`src/rtl/acc_responder.sv`:
```
// ============================================================================
// Module   : acc_responder
// Brief    : Accelerator-side endpoint of the core accelerator request/response
//            port. Optional macro ACC_RESPONDER_ILLEGAL_CHECK_EN enables
//            illegal-opcode detection with error responses.
// Revision : 1.0 - initial release
// ============================================================================
`default_nettype none

module acc_responder #(
  parameter int unsigned XLEN            = 64,
  parameter int unsigned TRANS_ID_BITS   = 3,
  parameter int unsigned DEPTH           = 4,
  parameter int unsigned MAX_OUTSTANDING = 8
) (
  input  logic                     clk_i,
  input  logic                     rst_i,
  input  logic                     acc_req_valid_i,
  output logic                     acc_req_ready_o,
  input  logic [31:0]              acc_req_insn_i,
  input  logic [XLEN-1:0]          acc_req_rs1_i,
  input  logic [XLEN-1:0]          acc_req_rs2_i,
  input  logic [TRANS_ID_BITS-1:0] acc_req_trans_id_i,
  input  logic                     acc_req_store_pending_i,
  output logic                     be_valid_o,
  input  logic                     be_ready_i,
  output logic [31:0]              be_insn_o,
  output logic [XLEN-1:0]          be_rs1_o,
  output logic [XLEN-1:0]          be_rs2_o,
  output logic [TRANS_ID_BITS-1:0] be_trans_id_o,
  output logic                     be_is_load_o,
  output logic                     be_is_store_o,
  input  logic                     be_done_valid_i,
  output logic                     be_done_ready_o,
  input  logic [TRANS_ID_BITS-1:0] be_done_trans_id_i,
  input  logic [XLEN-1:0]          be_done_result_i,
  input  logic                     be_done_error_i,
  input  logic                     be_done_is_load_i,
  input  logic                     be_done_is_store_i,
  output logic                     acc_resp_valid_o,
  input  logic                     acc_resp_ready_i,
  output logic [TRANS_ID_BITS-1:0] acc_resp_trans_id_o,
  output logic [XLEN-1:0]          acc_resp_result_o,
  output logic                     acc_resp_error_o,
  output logic                     acc_resp_load_complete_o,
  output logic                     acc_resp_store_complete_o
);

  localparam int unsigned AW = (DEPTH > 1) ? $clog2(DEPTH) : 1;
  localparam int unsigned CW = $clog2(DEPTH + 1);
  localparam int unsigned OW = $clog2(MAX_OUTSTANDING + 1);

  typedef enum logic [1:0] {CLS_OTHER, CLS_LOAD, CLS_STORE, CLS_ILLEGAL} cls_e;
  typedef enum logic {SLOT_EMPTY, SLOT_FULL} slot_e;

  typedef struct packed {
    logic [31:0]              insn;
    logic [XLEN-1:0]          rs1;
    logic [XLEN-1:0]          rs2;
    logic [TRANS_ID_BITS-1:0] tid;
    cls_e                     cls;
  } entry_t;

  function automatic cls_e classify(input logic [6:0] opcode);
    cls_e c;
    case (opcode)
      7'b0000111: c = CLS_LOAD;
      7'b0100111: c = CLS_STORE;
      7'b1010111: c = CLS_OTHER;
`ifdef ACC_RESPONDER_ILLEGAL_CHECK_EN
      default:    c = CLS_ILLEGAL;
`else
      default:    c = CLS_OTHER;
`endif
    endcase
    return c;
  endfunction

  entry_t                   mem_q [DEPTH];
  entry_t                   mem_d [DEPTH];
  logic [AW-1:0]            rd_ptr_q, rd_ptr_d, wr_ptr_q, wr_ptr_d;
  logic [CW-1:0]            count_q, count_d;
  logic [OW-1:0]            outst_q, outst_d;
  slot_e                    slot_q, slot_d;
  logic [TRANS_ID_BITS-1:0] resp_tid_q, resp_tid_d;
  logic [XLEN-1:0]          resp_result_q, resp_result_d;
  logic                     resp_err_q, resp_err_d;
  logic                     resp_ld_q, resp_ld_d;
  logic                     resp_st_q, resp_st_d;

  entry_t req_entry, head;
  logic   fifo_empty, fifo_full, push, pop, issue_hs, done_hs, retire, head_illegal;

  assign req_entry = '{insn: acc_req_insn_i, rs1: acc_req_rs1_i, rs2: acc_req_rs2_i,
                       tid: acc_req_trans_id_i, cls: classify(acc_req_insn_i[6:0])};
  assign head       = mem_q[rd_ptr_q];
  assign fifo_empty = (count_q == '0);
  assign fifo_full  = (count_q == CW'(DEPTH));

  // Loads wait for scalar stores to drain; ready never looks at this cycle's pop.
  assign acc_req_ready_o = !fifo_full &&
                           !((req_entry.cls == CLS_LOAD) && acc_req_store_pending_i);
  assign push = acc_req_valid_i && acc_req_ready_o;

  assign head_illegal  = !fifo_empty && (head.cls == CLS_ILLEGAL);
  assign be_valid_o    = !fifo_empty && (head.cls != CLS_ILLEGAL) &&
                         (outst_q < OW'(MAX_OUTSTANDING));
  assign be_insn_o     = head.insn;
  assign be_rs1_o      = head.rs1;
  assign be_rs2_o      = head.rs2;
  assign be_trans_id_o = head.tid;
  assign be_is_load_o  = (head.cls == CLS_LOAD);
  assign be_is_store_o = (head.cls == CLS_STORE);
  assign issue_hs      = be_valid_o && be_ready_i;

  assign be_done_ready_o = (slot_q == SLOT_EMPTY) || acc_resp_ready_i;
  assign done_hs         = be_done_valid_i && be_done_ready_o;
  // Backend completions win the slot over illegal retirement.
  assign retire          = head_illegal && be_done_ready_o && !done_hs;
  assign pop             = issue_hs || retire;

  assign acc_resp_valid_o          = (slot_q == SLOT_FULL);
  assign acc_resp_trans_id_o       = resp_tid_q;
  assign acc_resp_result_o         = resp_result_q;
  assign acc_resp_error_o          = resp_err_q;
  assign acc_resp_load_complete_o  = resp_ld_q;
  assign acc_resp_store_complete_o = resp_st_q;

  always_comb begin
    mem_d         = mem_q;
    rd_ptr_d      = rd_ptr_q;
    wr_ptr_d      = wr_ptr_q;
    count_d       = count_q;
    outst_d       = outst_q;
    slot_d        = slot_q;
    resp_tid_d    = resp_tid_q;
    resp_result_d = resp_result_q;
    resp_err_d    = resp_err_q;
    resp_ld_d     = resp_ld_q;
    resp_st_d     = resp_st_q;

    if (push) begin
      mem_d[wr_ptr_q] = req_entry;
      wr_ptr_d        = wr_ptr_q + AW'(1);
    end
    if (pop) rd_ptr_d = rd_ptr_q + AW'(1);

    case ({push, pop})
      2'b10:   count_d = count_q + CW'(1);
      2'b01:   count_d = count_q - CW'(1);
      default: ;
    endcase

    case ({issue_hs, done_hs})
      2'b10:   outst_d = outst_q + OW'(1);
      2'b01:   if (outst_q != '0) outst_d = outst_q - OW'(1);
      default: ;
    endcase

    if (done_hs) begin
      slot_d        = SLOT_FULL;
      resp_tid_d    = be_done_trans_id_i;
      resp_result_d = be_done_result_i;
      resp_err_d    = be_done_error_i;
      resp_ld_d     = be_done_is_load_i;
      resp_st_d     = be_done_is_store_i;
    end else if (retire) begin
      slot_d        = SLOT_FULL;
      resp_tid_d    = head.tid;
      resp_result_d = '0;
      resp_err_d    = 1'b1;
      resp_ld_d     = 1'b0;
      resp_st_d     = 1'b0;
    end else if (acc_resp_ready_i) begin
      slot_d = SLOT_EMPTY;
    end
  end

  always_ff @(posedge clk_i) begin
    if (rst_i) begin
      for (int i = 0; i < int'(DEPTH); i++) mem_q[i] <= '0;
      rd_ptr_q      <= '0;
      wr_ptr_q      <= '0;
      count_q       <= '0;
      outst_q       <= '0;
      slot_q        <= SLOT_EMPTY;
      resp_tid_q    <= '0;
      resp_result_q <= '0;
      resp_err_q    <= 1'b0;
      resp_ld_q     <= 1'b0;
      resp_st_q     <= 1'b0;
    end else begin
      mem_q         <= mem_d;
      rd_ptr_q      <= rd_ptr_d;
      wr_ptr_q      <= wr_ptr_d;
      count_q       <= count_d;
      outst_q       <= outst_d;
      slot_q        <= slot_d;
      resp_tid_q    <= resp_tid_d;
      resp_result_q <= resp_result_d;
      resp_err_q    <= resp_err_d;
      resp_ld_q     <= resp_ld_d;
      resp_st_q     <= resp_st_d;
    end
  end

endmodule

`default_nettype wire

```
`config.mk`:
```
export PLATFORM = sky130hd
export DESIGN_NAME = acc_responder
export DESIGN_NICKNAME = d
export VERILOG_FILES = /design/src/rtl/acc_responder.sv
export SDC_FILE = /design/constraint.sdc
export NUM_CORES = 2
export LEC_CHECK = 0
export CORE_ASPECT_RATIO = 1.4
export CORE_UTILIZATION = 40
export CTS_CLUSTER_SIZE = 28
export DETAILED_ROUTE_END_ITERATION = 10
export GPL_TIMING_DRIVEN = 0
export RECOVER_POWER = 100
export SYNTH_ARGS = -nofsm -noshare
export SYNTH_HDL_FRONTEND = slang
export SYNTH_SLANG_ARGS = --single-unit
```
`constraint.sdc`:
```
create_clock -name clk_i -period 8.9 [get_ports clk_i]
set_clock_uncertainty 0.1 [all_clocks]
set_input_delay 1.78 -clock clk_i [delete_from_list [all_inputs] [get_ports clk_i]]
set_output_delay 1.78 -clock clk_i [all_outputs]
set_load 0.1 [all_outputs]
```
; ---- Yosys cells after proc, flatten, opt, wreduce, memory -nomap -nowiden
; Cells that the tools add are included.
[word_totals]
elab_cells = 102
input_bits = 240
output_inout_bits = 239
regBits = 742
[op_classes]
n_lt_le_gt_ge = 4
add_sub_neg = 6
mux = 22
n_reduce_logical = 24
bitwise = 3
n_eq_ne = 13
[ops]
columns = op, n
row1 = $bwmux 660, 1
row2 = $mux 165, 3
row3 = $bmux 165 s2, 1
row4 = $demux 165 s2, 1
row5 = $mux 64, 2
row6 = $logic_and 1x1->1, 11
row7 = $eq 2x1->1 const B, 4
row8 = $eq 2x2->1 const B, 4
row9 = $mux 1, 8
row10 = $pmux 4 s2, 1
row11 = $eq 7x3->1 const B, 1
row12 = $eq 7x6->1 const B, 1
row13 = $ge 3x3->1 const B, 2
row14 = $mux 3, 2
row15 = $not 2->3, 2
row16 = $pmux 3 s2, 1
row17 = $reduce_bool 2->1, 3
row18 = $add 2x1->2 const B, 2
row19 = $add 4x1->4 const B, 1
row20 = $logic_not 1->1, 4
row21 = $lt 4x4->1 const B, 1
row22 = $mux 4, 1
row23 = $ne 2x2->1 const B, 2
row24 = $pmux 2 s2, 1
row25 = other kinds (11), 12

; ---- Depth between registers and ports, before layout
[logic_depth]
ltp_word = 11
mapped_depth = 11
depth_no_buf = 10

; ---- Least setup slack after synthesis
; OpenSTA, ideal clock, no wires.
[synth_timing]
path_type = input-to-output
start = input acc_req_insn_i[1]
end = output acc_req_ready_o
required_time_ns = 7.020
n_path_buf = 1
cell_stages = 4
t_arrival_ns = 4.503
setup_slack_ns = 2.517
cell_sequence = and2_1 nand4b_1 clkbuf_1 a21boi_0
[synth_via]
elab_chain_cells = 6
word_cells_on_any_way = 7
cone_classes = 3 x eq/ne / 1 x mux / 3 x reduce/logical
[synth_rtl]
columns = element, line
row1 = from (decl), 20  ; input logic [31:0] acc_req_insn_i,
row2 = $eq 7x6->1 or $eq 7x3->1 (tied branches), 66  ; case (opcode)
row3 = $pmux 2 s2 (*), 66
row4 = $eq 2x1->1 (*), 102  ; !((req_entry.cls == CLS_LOAD) && acc_req_store_pending_i);
row5 = $logic_and 1x1->1 (*), 102
row6 = $logic_not 1->1 (*), 102
row7 = $logic_and 1x1->1 (*), 101  ; assign acc_req_ready_o = !fifo_full &&
row8 = to (decl), 19  ; output logic acc_req_ready_o,
; Every way passes the cells marked *; elsewhere a longest branch is shown, timed or not.

; ---- Final worst setup path
[layout_timing]
start = input acc_req_insn_i[3]
end = output acc_req_ready_o
; The elaborated chain is that of the path after synthesis.

==> impl_metrics.toml <==
[timing]
worstMarginPinSlew_ns = 1.255
period_needed_ns = 6.949
setup_violations = 0
rsz0062_at_grt = "false"
relSlewSlack = 0.1634
finalCritPeriodShare = 0.7808
fmax_ghz = 0.1439
drv_slew = 0
fin_tns_setup_ns = 0
hold_viol_final = 0

[floorplan]
dieHeight_um = 322.6
core_mm2 = 0.07261
row_count = 117
die_x_um = 231.0
die_area_mm2 = 0.07452
start_util = 0.4044
io_pins = 479

[synthesis]
yosys.area.top_type = "dfxtp_1"
yosysWarnings = 0
yosysTopAreaCellShare = 0.5058
synthArstFlopShare = 0
synth_edf_count = 0
synth_nets = 3649
ys_seq_area_frac = 0.5058
synth-seq-cells = 742
syn_inst = 3400
netlist_area_mm2 = 0.02937
synth_cell_types = 40
synth_area_per_cell_um2 = 8.637
synth_common_cells = "nand2_1 (1,324), dfxtp_1 (742), a21oi_1 (667)"
synth.most_common_cell = "nand2_1"
synthFlopType = "dfxtp_1"
yosys-top-cells-area = "dfxtp_1 (51%), nand2_1 (17%), mux4_2 (13%)"

[drt]
wirelength_um = 104200
viasPerCell = 5.260
firstDrtPassIters = 7
final_antenna_net_count = 0
vias = 26160
route.detailed.drc = 0
drt_iter0_markers = 1628
wl_per_cell_um = 20.96

[clock_network]
post_cts_buffers = 0
cts.htree.levels = 3
cts_buffers = 74
ctsRootBufferMaster = "clkbuf_16"
cts_tree = "built"
ctsHoldBuffers = 0
clk_pin_slew_ns = 0.06
cts_resized = 0
cts_buffer_depth = 3
cts.sinks = 742
clkLatencyLatePin_ns = 0.64

[setup_path]
worstPathRequired_ns = 7.02
cp_cell_sequence = "dlygate4sd3_1 -> nor4b_1 -> nand4b_1 -> clkbuf_1 -> a21boi_0 -> dlygate4sd3_1"
cp_common_cell = "dlygate4sd3_1"
cp_data_arrival_time_ns = 5.07
crit_slowest_cell = "dlygate4sd3_1"
crit_type = "primary input to output pin"
path_max_fanout = 10
startpoint_type = "primary input"
worst-path-buf-inv = 3
critPathCaptureType = "output pin"
critPathTopFamily = "buffers and inverters"
cp_slowest_stage_delay_ns = 1.02

[place]
dp.cells = 4829
gp_congestion = 0.8472
io_buffers = 477
dpl.hpwl_um = 74650

[grt]
grt_max_degree = 16
grt_usage = 0.2759
overflow = 0
first_global_vias = 25150
antenna_found_initial = 21
grt_pass1_wl_um = 155500

[pwr]
p_comb_frac = 0.339
p_leak_nw = 13.14
power-per-cell-area_mw_per_mm2 = 275.5
sw_frac_of_total = 0.3932
ir_worst_vdd_mv = 0.1762
intPower_mw = 6.307
power.switching_mw = 4.087
share_seq_of_total_power = 0.356
power_frac_clock = 0.305

[hold_path]
hold_path.class = "register to register"

[finish]
final-seq-area_mm2 = 0.01485
fin_nets = 4202
fillers = 6904
multiInputGateArea_mm2 = 0.01334
drive_gt1_frac = 0.07038
fin_cells = 4972
area_delta_synth_final_pct = 28.46

[job]
drv_cap = 0

[status]
status = "complete, no violations"
[sequential cells by signal, summed over array words and instances (netlist names)]
signal and cells:
acc_resp_result_o 64, acc_resp_store_complete_o 1, outst_q 4, acc_resp_load_complete_o 1
acc_resp_error_o 1, acc_resp_valid_o 1, acc_resp_trans_id_o 3, wr_ptr_q 2
count_q 3, mem_q 660, rd_ptr_q 2
[tightest hold or removal path, stage by stage (launching register included)]
cell	delay, ns
dfxtp_1	0.30
nand2_1	0.05
a21oi_1	0.05
[power groups by stage]
stage                     sequential [mW]  clock, mW  combinational (mW)
final                                3.70       3.17                3.52
after CTS                            3.70       3.22                3.63
after global routing                 3.73       3.35                3.70
after floorplan                      3.87          0                2.44
after global placement               3.76          0                3.61
after detailed placement             3.77          0                3.62
[path summary, 6_finish.rpt]
path                                start                 endpoint  slack, ns  cells after the start
setup / recovery        acc_req_insn_i[3]          acc_req_ready_o       1.95                      6
hold / removal    mem_q[171]$_SDFFE_PP0P_  mem_q[171]$_SDFFE_PP0P_       0.35                      2
setup reg to reg  count_q[0]$_SDFFE_PP0P_  mem_q[626]$_SDFFE_PP0P_       5.53                      7
hold reg to reg   mem_q[171]$_SDFFE_PP0P_  mem_q[171]$_SDFFE_PP0P_       0.35                      2
[layer usage]
layer | GRT usage | part of all wire | vias up | routed length (µm)
met5 | 0 | 0.0011 | - | 110
met3 | 0.06984 | 0.080 | 162 | 8327
li1 | - | - | 12550 | -
met2 | 0.4840 | 0.51 | 913 | 52890
met1 | 0.3144 | 0.38 | 12520 | 39570
met4 | 0.1219 | 0.032 | 16 | 3309
[cells in the final DEF, fill, tap and decap left out, drive strengths merged, types with 3 or more instances in the layout]
cell type,Yosys,routed
bufinv,0,3
xnor2,4,4
dfxtp,742,742
clkinvlp,0,5
dlygate4sd3,0,238
and3,5,5
inv,13,17
nand2,1324,1324
clkdlybuf4s50,0,239
a222oi,3,3
nor2,82,82
a22oi,66,66
nor3,3,3
mux4,165,165
and2,3,3
ha,7,7
diode,0,13
nand3,5,5
buf,87,19
clkinv,0,8
a21oi,667,667
clkbuf,195,373
a211oi,3,3
[area by class of cell]
class / count / area share
Timing Repair Buffer: 477 / 0.1266
Tap cell: 952 / 0.03158
Clock inverter: 20 / 0.005970
Buffer: 282 / 0.02829
Multi-Input combinational cell: 2363 / 0.3536
Clock buffer: 110 / 0.05804
Sequential cell: 742 / 0.3938
Inverter: 13 / 0.001294
Antenna cell: 13 / 0.0008624
[stage by stage]
step,hold slack (ns),setup WS [ns],power [mW],util,area (µm²)
2_1_floorplan,0.3331,2.517,6.309,-,29370
3_3_place_gp,0.3383,1.901,7.374,0.4866,35330
3_5_place_dp,0.3431,1.888,7.388,0.4866,35330
4_1_cts,0.3512,1.877,10.54,0.5199,37750
5_1_grt,0.3653,1.762,10.78,0.5195,37720
6_report,0.3493,1.951,10.39,0.5195,37720
[kinds of logic (layout without fill, tap and decap cells)]
family                     Yosys count  in the layout  share of synthesized area
other                                0             13                          0
adders and majority gates            9              9                   0.004346
xor gates and xnor gates             6              6                   0.001790
AOI/OAI and AO/OA                  749            749                     0.1352
DFF                                742            742                     0.5058
muxes                              168            168                     0.1280
buffers and inverters              295            902                    0.03988
and+or+nand+nor                   1431           1431                     0.1850
No activity file was read; power rests on OpenSTA's default activity.
